**config.mk**
```make
export PLATFORM = sky130hd
export DESIGN_NAME = ex_mem_flag_reg
export DESIGN_NICKNAME = d
export VERILOG_FILES = /design/src/rtl/ex_mem_flag_reg_pkg.sv /design/src/rtl/ex_mem_flag_reg_flag_unit.sv /design/src/rtl/ex_mem_flag_reg.sv
export SDC_FILE = /design/constraint.sdc
export NUM_CORES = 1
export LEC_CHECK = 0
export ABC_AREA = 1
export CAP_MARGIN = 20
export CORE_MARGIN = 3
export CORE_UTILIZATION = 44
export CTS_BUF_LIST = sky130_fd_sc_hd__clkbuf_2
export DETAILED_ROUTE_END_ITERATION = 7
export GPL_TIMING_DRIVEN = 0
export PLACE_DENSITY = 0.93
export SYNTH_ARGS = -nofsm -noshare
export SYNTH_HDL_FRONTEND = slang
export SYNTH_SLANG_ARGS = --single-unit
```
**constraint.sdc**
```tcl
create_clock -name clk -period 3.3 [get_ports clk]
set_input_delay 0.495 -clock clk [delete_from_list [all_inputs] [get_ports clk]]
set_output_delay 0.495 -clock clk [all_outputs]
set_load 0.01 [all_outputs]
```
**src/rtl/ex_mem_flag_reg_pkg.sv**
```systemverilog
// ---------------------------------------------------------------------------
// ex_mem_flag_reg_pkg
//   Shared CPU definitions for the EX->MEM boundary: opcode encodings,
//   {Z,V,N} flag bit positions and the halt-sequencing FSM encoding.
//   Also used by the branch unit, so the encodings here are architectural.
// ---------------------------------------------------------------------------
package ex_mem_flag_reg_pkg;

    // Opcode encodings
    localparam logic [3:0] OP_ADD    = 4'h0;
    localparam logic [3:0] OP_SUB    = 4'h1;
    localparam logic [3:0] OP_XOR    = 4'h2;
    localparam logic [3:0] OP_RED    = 4'h3;
    localparam logic [3:0] OP_SLL    = 4'h4;
    localparam logic [3:0] OP_SRA    = 4'h5;
    localparam logic [3:0] OP_ROR    = 4'h6;
    localparam logic [3:0] OP_PADDSB = 4'h7;
    localparam logic [3:0] OP_LW     = 4'h8;
    localparam logic [3:0] OP_SW     = 4'h9;
    localparam logic [3:0] OP_LHB    = 4'hA;
    localparam logic [3:0] OP_LLB    = 4'hB;
    localparam logic [3:0] OP_B      = 4'hC;
    localparam logic [3:0] OP_BR     = 4'hD;
    localparam logic [3:0] OP_PCS    = 4'hE;
    localparam logic [3:0] OP_HLT    = 4'hF;

    // Bit positions inside the 3-bit {Z,V,N} flag vector
    localparam int FLAG_Z = 2;
    localparam int FLAG_V = 1;
    localparam int FLAG_N = 0;

    // Halt sequencing FSM
    typedef enum logic [1:0] {
        ST_RUN    = 2'd0,
        ST_DRAIN  = 2'd1,
        ST_HALTED = 2'd2
    } state_e;

endpackage

```
**src/rtl/ex_mem_flag_reg_flag_unit.sv**
```systemverilog
// ---------------------------------------------------------------------------
// ex_mem_flag_reg_flag_unit
//   Combinational next-flag logic. Given the opcode, ALU result and overflow
//   of the instruction in EX, returns the {Z,V,N} value the flag register
//   will hold after this cycle. When update is low the current flags pass
//   straight through, so the output is always "the flags after this edge".
// Ports
//   update     in   1       instruction is being accepted this cycle
//   opcode     in   OP_W    opcode in EX
//   result     in   DATA_W  ALU result
//   ovfl       in   1       ALU signed overflow
//   flags_cur  in   3       current registered flags
//   flags_nxt  out  3       flags after this cycle
// ---------------------------------------------------------------------------
module ex_mem_flag_reg_flag_unit
    import ex_mem_flag_reg_pkg::*;
#(
    parameter int DATA_W = 16,
    parameter int OP_W   = 4
) (
    input  logic              update,
    input  logic [OP_W-1:0]   opcode,
    input  logic [DATA_W-1:0] result,
    input  logic              ovfl,
    input  logic [2:0]        flags_cur,
    output logic [2:0]        flags_nxt
);

    always_comb begin
        flags_nxt = flags_cur;
        if (update) begin
            case (opcode)
                // Arithmetic sets all three flags.
                OP_ADD, OP_SUB: begin
                    flags_nxt[FLAG_Z] = (result == '0);
                    flags_nxt[FLAG_V] = ovfl;
                    flags_nxt[FLAG_N] = result[DATA_W-1];
                end
                // Logical ops and shifts only touch Z; V and N keep their value.
                OP_XOR, OP_SLL, OP_SRA, OP_ROR: begin
                    flags_nxt[FLAG_Z] = (result == '0);
                end
                // RED, PADDSB, memory and control opcodes leave flags alone.
                default: begin
                end
            endcase
        end
    end

endmodule

```
**src/rtl/ex_mem_flag_reg.sv**
```systemverilog
// ---------------------------------------------------------------------------
// ex_mem_flag_reg
//   EX->MEM pipeline register plus the architectural {Z,V,N} flag register
//   and the halt sequencer. One cycle of latency from EX to MEM.
//
// Optional build macro: FLAG_BYPASS_EN
//   Defined   : adds output flags_next[2:0], the combinational flag value
//               being written this cycle (held flags when no update), so the
//               branch unit can resolve without a 1-cycle flag hazard.
//   Undefined : no flags_next port; consumers read registered flags only.
//
// Ports
//   clk, rst      clock; synchronous active-high reset (beats everything)
//   ex_valid      EX holds a real instruction
//   ex_opcode     EX opcode
//   ex_result     ALU result (saturated for PADDSB)
//   ex_ovfl       ALU signed overflow
//   ex_rd         destination register
//   ex_wr_en      register write request
//   ex_st_data    SW store data
//   stall         hold all state
//   flush         kill the instruction entering MEM
//   mem_*         registered MEM-stage fields; mem_wr_en gated by valid
//   flags         {Z,V,N}
//   halted        sticky; set once HLT has drained past EX
//   dbg_state     halt FSM state (ST_RUN / ST_DRAIN / ST_HALTED)
//   flags_next    (FLAG_BYPASS_EN only) bypassed flag value
//
// Handshake: an EX instruction is taken on a rising edge when ex_valid is
// high, stall is low, flush is low and the FSM is in RUN. stall acts as the
// "not ready" back-pressure: while it is high nothing moves and the producer
// must keep its inputs stable. stall beats flush; hazard control re-presents
// the flush once the stall drops. mem_valid is the downstream valid and is
// only ever high for a taken instruction.
// ---------------------------------------------------------------------------
module ex_mem_flag_reg
    import ex_mem_flag_reg_pkg::*;
#(
    parameter int DATA_W = 16,
    parameter int OP_W   = 4,
    parameter int REG_W  = 4
) (
    input  logic              clk,
    input  logic              rst,
    input  logic              ex_valid,
    input  logic [OP_W-1:0]   ex_opcode,
    input  logic [DATA_W-1:0] ex_result,
    input  logic              ex_ovfl,
    input  logic [REG_W-1:0]  ex_rd,
    input  logic              ex_wr_en,
    input  logic [DATA_W-1:0] ex_st_data,
    input  logic              stall,
    input  logic              flush,
    output logic              mem_valid,
    output logic [OP_W-1:0]   mem_opcode,
    output logic [DATA_W-1:0] mem_result,
    output logic [REG_W-1:0]  mem_rd,
    output logic              mem_wr_en,
    output logic [DATA_W-1:0] mem_st_data,
    output logic [2:0]        flags,
    output logic              halted,
`ifdef FLAG_BYPASS_EN
    output logic [2:0]        flags_next,
`endif
    output logic [1:0]        dbg_state
);

    state_e     state_q;
    state_e     state_d;
    logic       halted_d;
    logic       acc;
    logic [2:0] flags_nxt;

    // Only RUN accepts; DRAIN and HALTED starve MEM and freeze the flags.
    assign acc = ex_valid & ~stall & ~flush & (state_q == ST_RUN);

    ex_mem_flag_reg_flag_unit #(
        .DATA_W (DATA_W),
        .OP_W   (OP_W)
    ) u_flag_unit (
        .update    (acc),
        .opcode    (ex_opcode),
        .result    (ex_result),
        .ovfl      (ex_ovfl),
        .flags_cur (flags),
        .flags_nxt (flags_nxt)
    );

`ifdef FLAG_BYPASS_EN
    assign flags_next = flags_nxt;
`endif

    assign dbg_state = state_q;

    // -----------------------------------------------------------------------
    // Halt FSM: next state
    // -----------------------------------------------------------------------
    always_comb begin
        state_d  = state_q;
        halted_d = halted;
        unique case (state_q)
            ST_RUN: begin
                // The HLT itself is accepted and travels into MEM.
                if (acc && (ex_opcode == OP_HLT)) begin
                    state_d = ST_DRAIN;
                end
            end
            ST_DRAIN: begin
                if (!stall) begin
                    state_d  = ST_HALTED;
                    halted_d = 1'b1;
                end
            end
            ST_HALTED: begin
                state_d = ST_HALTED;
            end
            default: begin
                state_d = ST_RUN;
            end
        endcase
    end

    // -----------------------------------------------------------------------
    // State register, flags and halt flag
    // -----------------------------------------------------------------------
    always_ff @(posedge clk) begin
        if (rst) begin
            state_q <= ST_RUN;
            flags   <= 3'b000;
            halted  <= 1'b0;
        end else begin
            state_q <= state_d;
            halted  <= halted_d;
            // flags_nxt already equals flags whenever acc is low.
            flags   <= flags_nxt;
        end
    end

    // -----------------------------------------------------------------------
    // EX->MEM pipeline register
    // -----------------------------------------------------------------------
    always_ff @(posedge clk) begin
        if (rst) begin
            mem_valid   <= 1'b0;
            mem_opcode  <= '0;
            mem_result  <= '0;
            mem_rd      <= '0;
            mem_wr_en   <= 1'b0;
            mem_st_data <= '0;
        end else if (stall) begin
            mem_valid   <= mem_valid;
        end else if (flush) begin
            // Data fields are don't-care behind an invalid slot; leave them.
            mem_valid   <= 1'b0;
            mem_wr_en   <= 1'b0;
        end else begin
            mem_valid   <= acc;
            mem_opcode  <= ex_opcode;
            mem_result  <= ex_result;
            mem_rd      <= ex_rd;
            mem_wr_en   <= acc & ex_wr_en;
            mem_st_data <= ex_st_data;
        end
    end

endmodule

```
==> results of run 1 <==
## worst max path at each step
stage,cells after the start,slack (ns),startpoint,endpoint
6_report,1,1.42,dbg_state[0],dbg_state[0]
5_1_grt,1,1.32,dbg_state[0],dbg_state[0]
4_1_cts,1,1.38,dbg_state[0],dbg_state[0]
3_5_place_dp,5,1.32,rst,mem_st_data[3]
3_3_place_gp,5,1.39,rst,mem_st_data[0]
2_1_floorplan,8,2.08,dbg_state[0],dbg_state[0]
## layout by cell type (no fill, tap or decap), types with 2 or more instances in the layout
cell             netlist  final
dfxtp_1               48     48
inv_1                  9      9
clkbuf_2               1      7
nand3_1                2      2
a21oi_1                7      7
ha_1                   3      3
nor2_1                94     94
buf_6                  3      3
nand2_2                2      2
nor2_2                 2      2
clkdlybuf4s50_1        0     94
nand4_1                2      2
o21ai_0               41     41
buf_2                  4      4
nand2_1               13     13
clkbuf_1               4      4
## metrics by stage
stage | hold slack, ns | power [W] | utilization | instances | area, um2
CTS | 0.492 | 0.00125 | 0.747 | 391 | 2880
detailed placement | 0.467 | 0.00101 | 0.737 | 383 | 2840
finish | 0.486 | 0.00124 | 0.747 | 391 | 2880
floorplan | 0.474 | 0.000822 | - | 241 | 1840
global placement | 0.443 | 0.000996 | 0.737 | 383 | 2840
global route | 0.517 | 0.00132 | 0.747 | 391 | 2880
## layer usage
layer,vias to the layer above,share of wire
met5,-,0
met4,0,0.023
met3,11,0.089
met2,72,0.48
met1,886,0.40
li1,975,-
## power by group through the flow
stage / clock, W / sequential (W) / combinational (W)
after global routing: 0.000271 / 0.000661 / 0.000383
after CTS: 0.000245 / 0.000654 / 0.000347
after detailed placement: 0 / 0.000666 / 0.000345
after floorplan: 0 / 0.000685 / 0.000136
final: 0.000239 / 0.000654 / 0.000343
after global placement: 0 / 0.000663 / 0.000333
## cell type report
| class | count | area (um2) | area share |
|---|---|---|---|
| Buffer | 12 | 73.8 | 0.0256 |
| Clock buffer | 6 | 30.0 | 0.0104 |
| Clock inverter | 2 | 11.3 | 0.00391 |
| Inverter | 10 | 37.5 | 0.0130 |
| Multi-Input combinational cell | 171 | 766 | 0.266 |
| Sequential cell | 48 | 961 | 0.334 |
| Tap cell | 48 | 60.1 | 0.0209 |
| Timing Repair Buffer | 94 | 941 | 0.327 |
## kinds of logic (layout without fill, tap and decap cells)
family,count (synthesis),count (layout),synth area share
buffers and inverters,22,124,0.0606
AND/OR/NAND/NOR,118,118,0.259
flip-flops,48,48,0.523
AO/OA/AOI/OAI,50,50,0.138
adder cells (fa/ha/maj),3,3,0.0204
## flip-flops by register name (all words and copies together), names as in the netlist
register and flops:
mem_rd 4, mem_result 16, mem_opcode 4, dbg_state 2, mem_wr_en 1, mem_st_data 16, flags 3, mem_valid 1
halted 1
==> reports/results.tsv, run 1 <==
metric	value	unit
IO Port Bufs	94	
met3 Usage GRT	0.0795	
clock transition at the registers of the reported paths	0.21	ns
Synth warnings	0	
Syn Inst Count	241	
sequential share of power	0.529	
die height	70.6	um
GRT Max-Usage Layer	met2	
synth top area cells	dfxtp_1 52%, nor2_1 19%, o21ai_0 11%	
Clock Skews	0.0107	ns
H-tree depth	2	
Worst slew margin	0.753	
Bufs and invs on worst path	1	
status	completed	
Antenna Cells	0	
M1 GR Usage	0.257	
Worst EP required	2.80	ns
ANT nets after route	0	
Slew Viols, Final	0	
core region area	3850	um2
DR vias	1944	
post-synth cell types	21	
First-pass DRT Iterations	4	
r2r setup slk	1.94	ns
GRT Overall Usage	0.219	
Seq cells post-synth	48	
arrival time at the worst endpoint	1.38	ns
P_leak	1.21	nW
CP max stage cell	clkdlybuf4s50_1	
GR Layer Usage met2	0.363	
cell with the most instances after synthesis	nor2_1	
unrepaired setup endpoints after global routing	false	
hold_sp	mem_valid	
Least-Margin Pin Slew	0.371	ns
CTS Buf Count	5	
end of the worst hold path	mem_valid	
CP endpoint kind	output pin	
Post-Syn Area	1840	um2
Layout area overhead	56.7	%
Layout fillers	308	
full die area	4990	um2
Placer Congestion	0.802	
setup bufs post-CTS	0	
R2R Path End	dbg_state[0]	
Comb pwr share	0.278	
wire length reported by the detailed router	5200	um
commonest cells in the netlist	94 x nor2_1, 48 x dfxtp_1, 41 x o21ai_0	
clock share of power	0.193	
Highest Clock Rate	0.533	GHz
drt via density	4.97	
HPWL reported at the end of detailed placement	4110	um
Post-synth ARST share	0	
sequential area share after synthesis	0.523	
# resized after CTS	0	
ys flop type	dfxtp_1	
# rows	22	
hold crit path type	flip-flop to flip-flop	
worst-case clock buffer depth	2	
largest net degree at the start of global routing	15	
layout cells sized above 1	0.0641	
power density cells	429	nW/um2
Psw	0.000371	W
RR Startpoint	dbg_state[1]	
Nets	392	
pre-CTS setup slack	1.32	ns
violation count after the first detailed-routing iteration	70	
worst path cell trace	clkdlybuf4s50_1	
Ports	95	
Final TNS setup	0	ns
hold buffers post-CTS	0	
detailed-route DRC error count	0	
hold path depth	2	
Num Clock Sinks	48	
post-synth top area share	0.523	
Net Count, Synth	291	
Switching Share	0.300	
critical path fanouts, max	4	
vias in the first global route	1846	
Critical Path Max Stage Delay	0.55	ns
Post-synth EDFFs	0	
Root Driver	clkbuf_2	
largest area contributor in the netlist	dfxtp_1	
antenna violations before repair	0	
Worst path top cell family by delay	buffers and inverters	
syn_area_per_cell	7.63	um2
clk_lat worst skew	0.42	ns
Worst Setup Path Type	flip-flop to output pin	
first-pass GRT wire length	8630	um
maxcap violations	0	
Final period util	0.569	
R2R depth	9	
Pint	0.000866	W
die width	70.6	um
Overflow after GRT	0	
wire per inst	13.3	um
Final Hold Violating Endpoints	0	
peak supply drop	287	uV
CP Launch Type	flip-flop	
Initial Util	0.477	
fin crit period	1.88	ns
TritonCTS clock tree	built	
final worst setup slack	1.42	ns
endpoints failing setup	0	
(Power assumes the default switching activity.)
==> inputs of run 2 (changes only) <==
Settings changed: CORE_UTILIZATION 44 to 41, PLACE_DENSITY 0.93 to 0.88.
Clock period 3.3 ns to 1.8 ns, I/O delays scaled along.
==> run 2 against run 1 <==
Power up 82%. Cell count up 0.51%. Sequential power up 83%. Cell area about the same. Hold slack worse by 0.065 ns. Utilization down 5.7 points. First-iteration DRC count up 7.1%. Register-to-register slack worse by 1.5 ns. Clock skew up 0.0073 ns. Via count down 3.3%. Die area up 6.7%. Global-route usage down 2.4 points. Highest routed layer unchanged.
==> reports/results.tsv, run 2 (same netlist as run 1, synthesis figures left out) <==
metric	value	unit	change
Bufs and invs on worst path	1		unchanged
DR vias	1880		was 1944
peak supply drop	463	uV	was 287 uV
CTS Buf Count	5		unchanged
full die area	5320	um2	was 4990 um2
unrepaired setup endpoints after global routing	false		unchanged
commonest non-fill, non-tap cells in the layout	94 x nor2_1, 94 x clkdlybuf4s50_1, 48 x dfxtp_1		unchanged
M1 GR Usage	0.239		was 0.257
Worst Setup Path Type	flip-flop to output pin		unchanged
Overflow after GRT	0		unchanged
die width	73.0	um	was 70.6 um
Layout fillers	357		was 308
Antenna Cells	0		unchanged
endpoints failing setup	0		unchanged
vias in the first global route	1785		was 1846
arrival time at the worst endpoint	1.36	ns	was 1.38 ns
Placer Congestion	0.827		was 0.802
GRT Max-Usage Layer	met2		unchanged
Final Hold Violating Endpoints	0		unchanged
Slew Viols, Final	0		unchanged
Worst path top cell family by delay	buffers and inverters		unchanged
CP endpoint kind	output pin		unchanged
Clock Skews	0.0181	ns	was 0.0107 ns
Final TNS setup	0	ns	unchanged
Final period util	0.907		
wire length reported by the detailed router	5050	um	was 5200 um
Layout area overhead	56.8	%	was 56.7%
Num Clock Sinks	48		unchanged
ANT nets after route	0		unchanged
maxcap violations	0		unchanged
Nets	392		unchanged
violation count after the first detailed-routing iteration	75		was 70
HPWL reported at the end of detailed placement	3840	um	was 4110 um
worst path cell trace	clkdlybuf4s50_1		unchanged
# resized after CTS	0		unchanged
First-pass DRT Iterations	5		was 4
Initial Util	0.440		was 0.477
power density cells	780	nW/um2	was 429 nW/um2
setup bufs post-CTS	0		unchanged
first-pass GRT wire length	8150	um	was 8630 um
critical path fanouts, max	4		unchanged
hold buffers post-CTS	0		unchanged
Worst EP required	1.53	ns	was 2.80 ns
TritonCTS clock tree	built		unchanged
placed insts	385		was 383
status	completed		unchanged
final design utilization	0.691		was 0.747
Root Driver	clkbuf_2		unchanged
H-tree depth	2		unchanged
fin crit period	1.63	ns	
# rows	23		was 22
clock transition at the registers of the reported paths	0.21	ns	about the same
detailed-route DRC error count	0		unchanged
wire per inst	12.9	um	was 13.3 um
CP max stage cell	clkdlybuf4s50_1		unchanged
drt via density	4.78		was 4.97
CP Launch Type	flip-flop		unchanged
met3 Usage GRT	0.0565		was 0.0795
Ports	95		unchanged
largest net degree at the start of global routing	15		unchanged
GR Layer Usage met2	0.324		was 0.363
P_leak	1.21	nW	unchanged
layout cells sized above 1	0.0641		unchanged
Worst slew margin	0.770		was 0.753
IO Port Bufs	94		unchanged
GRT Overall Usage	0.194		was 0.219
Layout Cells excl Fill	393		was 391
largest registers	mem_result (16), mem_st_data (16)		unchanged
antenna violations before repair	0		unchanged
Critical Path Max Stage Delay	0.56	ns	was 0.55 ns
Least-Margin Pin Slew	0.345	ns	was 0.371 ns
core region area	4170	um2	was 3850 um2
clk_lat worst skew	0.39	ns	was 0.42 ns
die height	73.0	um	was 70.6 um
Highest Clock Rate	0.613	GHz	
hold crit path type	input pin to flip-flop		was flip-flop to flip-flop
worst-case clock buffer depth	2		unchanged
-- run 2: cell counts in the layout (fill, tap and decap cells not counted) --
Identical to the previous run, type by type.
-- run 2: final cells by class --
class / instances / area, um2 / area share
inverters: 10 / 37.5 / 0.0130
clock buffers: 6 / 30.0 / 0.0104
clock inverters: 2 / 11.3 / 0.00391
flip-flops and latches: 48 / 961 / 0.333
well taps: 50 / 62.6 / 0.0217
multi-input cells: 171 / 766 / 0.266
repair buffers: 94 / 941 / 0.326
plain buffers: 12 / 73.8 / 0.0256
-- run 2: power breakdown --
part	total (W)	switching, W	internal (W)	leakage [nW]
combinational	0.000624	0.000286	0.000338	0.784
sequential	0.00120	0.0000481	0.00115	0.395
clock	0.000426	0.000329	0.0000972	0.0266
-- run 2: worst paths after layout --
kind                                    from  cells past startpoint           end  slack [ns]
worst max-delay path            dbg_state[0]                      1  dbg_state[0]        0.17
worst min-delay path                ex_wr_en                      3     mem_wr_en        0.42
worst max register to register  dbg_state[1]                      9  dbg_state[0]        0.44
worst min register to register     mem_wr_en                      2     mem_wr_en        0.47
-- run 2: stage by stage --
stage | total power [W] | instance area [um2] | hold slack (ns) | worst slack [ns]
after floorplan | 0.00151 | 1840 | 0.339 | 0.582
after CTS | 0.00227 | 2880 | 0.384 | 0.121
after detailed placement | 0.00184 | 2840 | 0.450 | 0.0652
final | 0.00225 | 2880 | 0.421 | 0.168
after global routing | 0.00240 | 2880 | 0.383 | 0.0691
after global placement | 0.00183 | 2840 | 0.445 | 0.129
-- run 2: routing by layer --
| layer | up-vias | wire [um] |
|---|---|---|
| met4 | 0 | 60 |
| met2 | 63 | 2300 |
| met5 | - | 0 |
| met3 | 4 | 402 |
| met1 | 843 | 2290 |
| li1 | 970 | - |
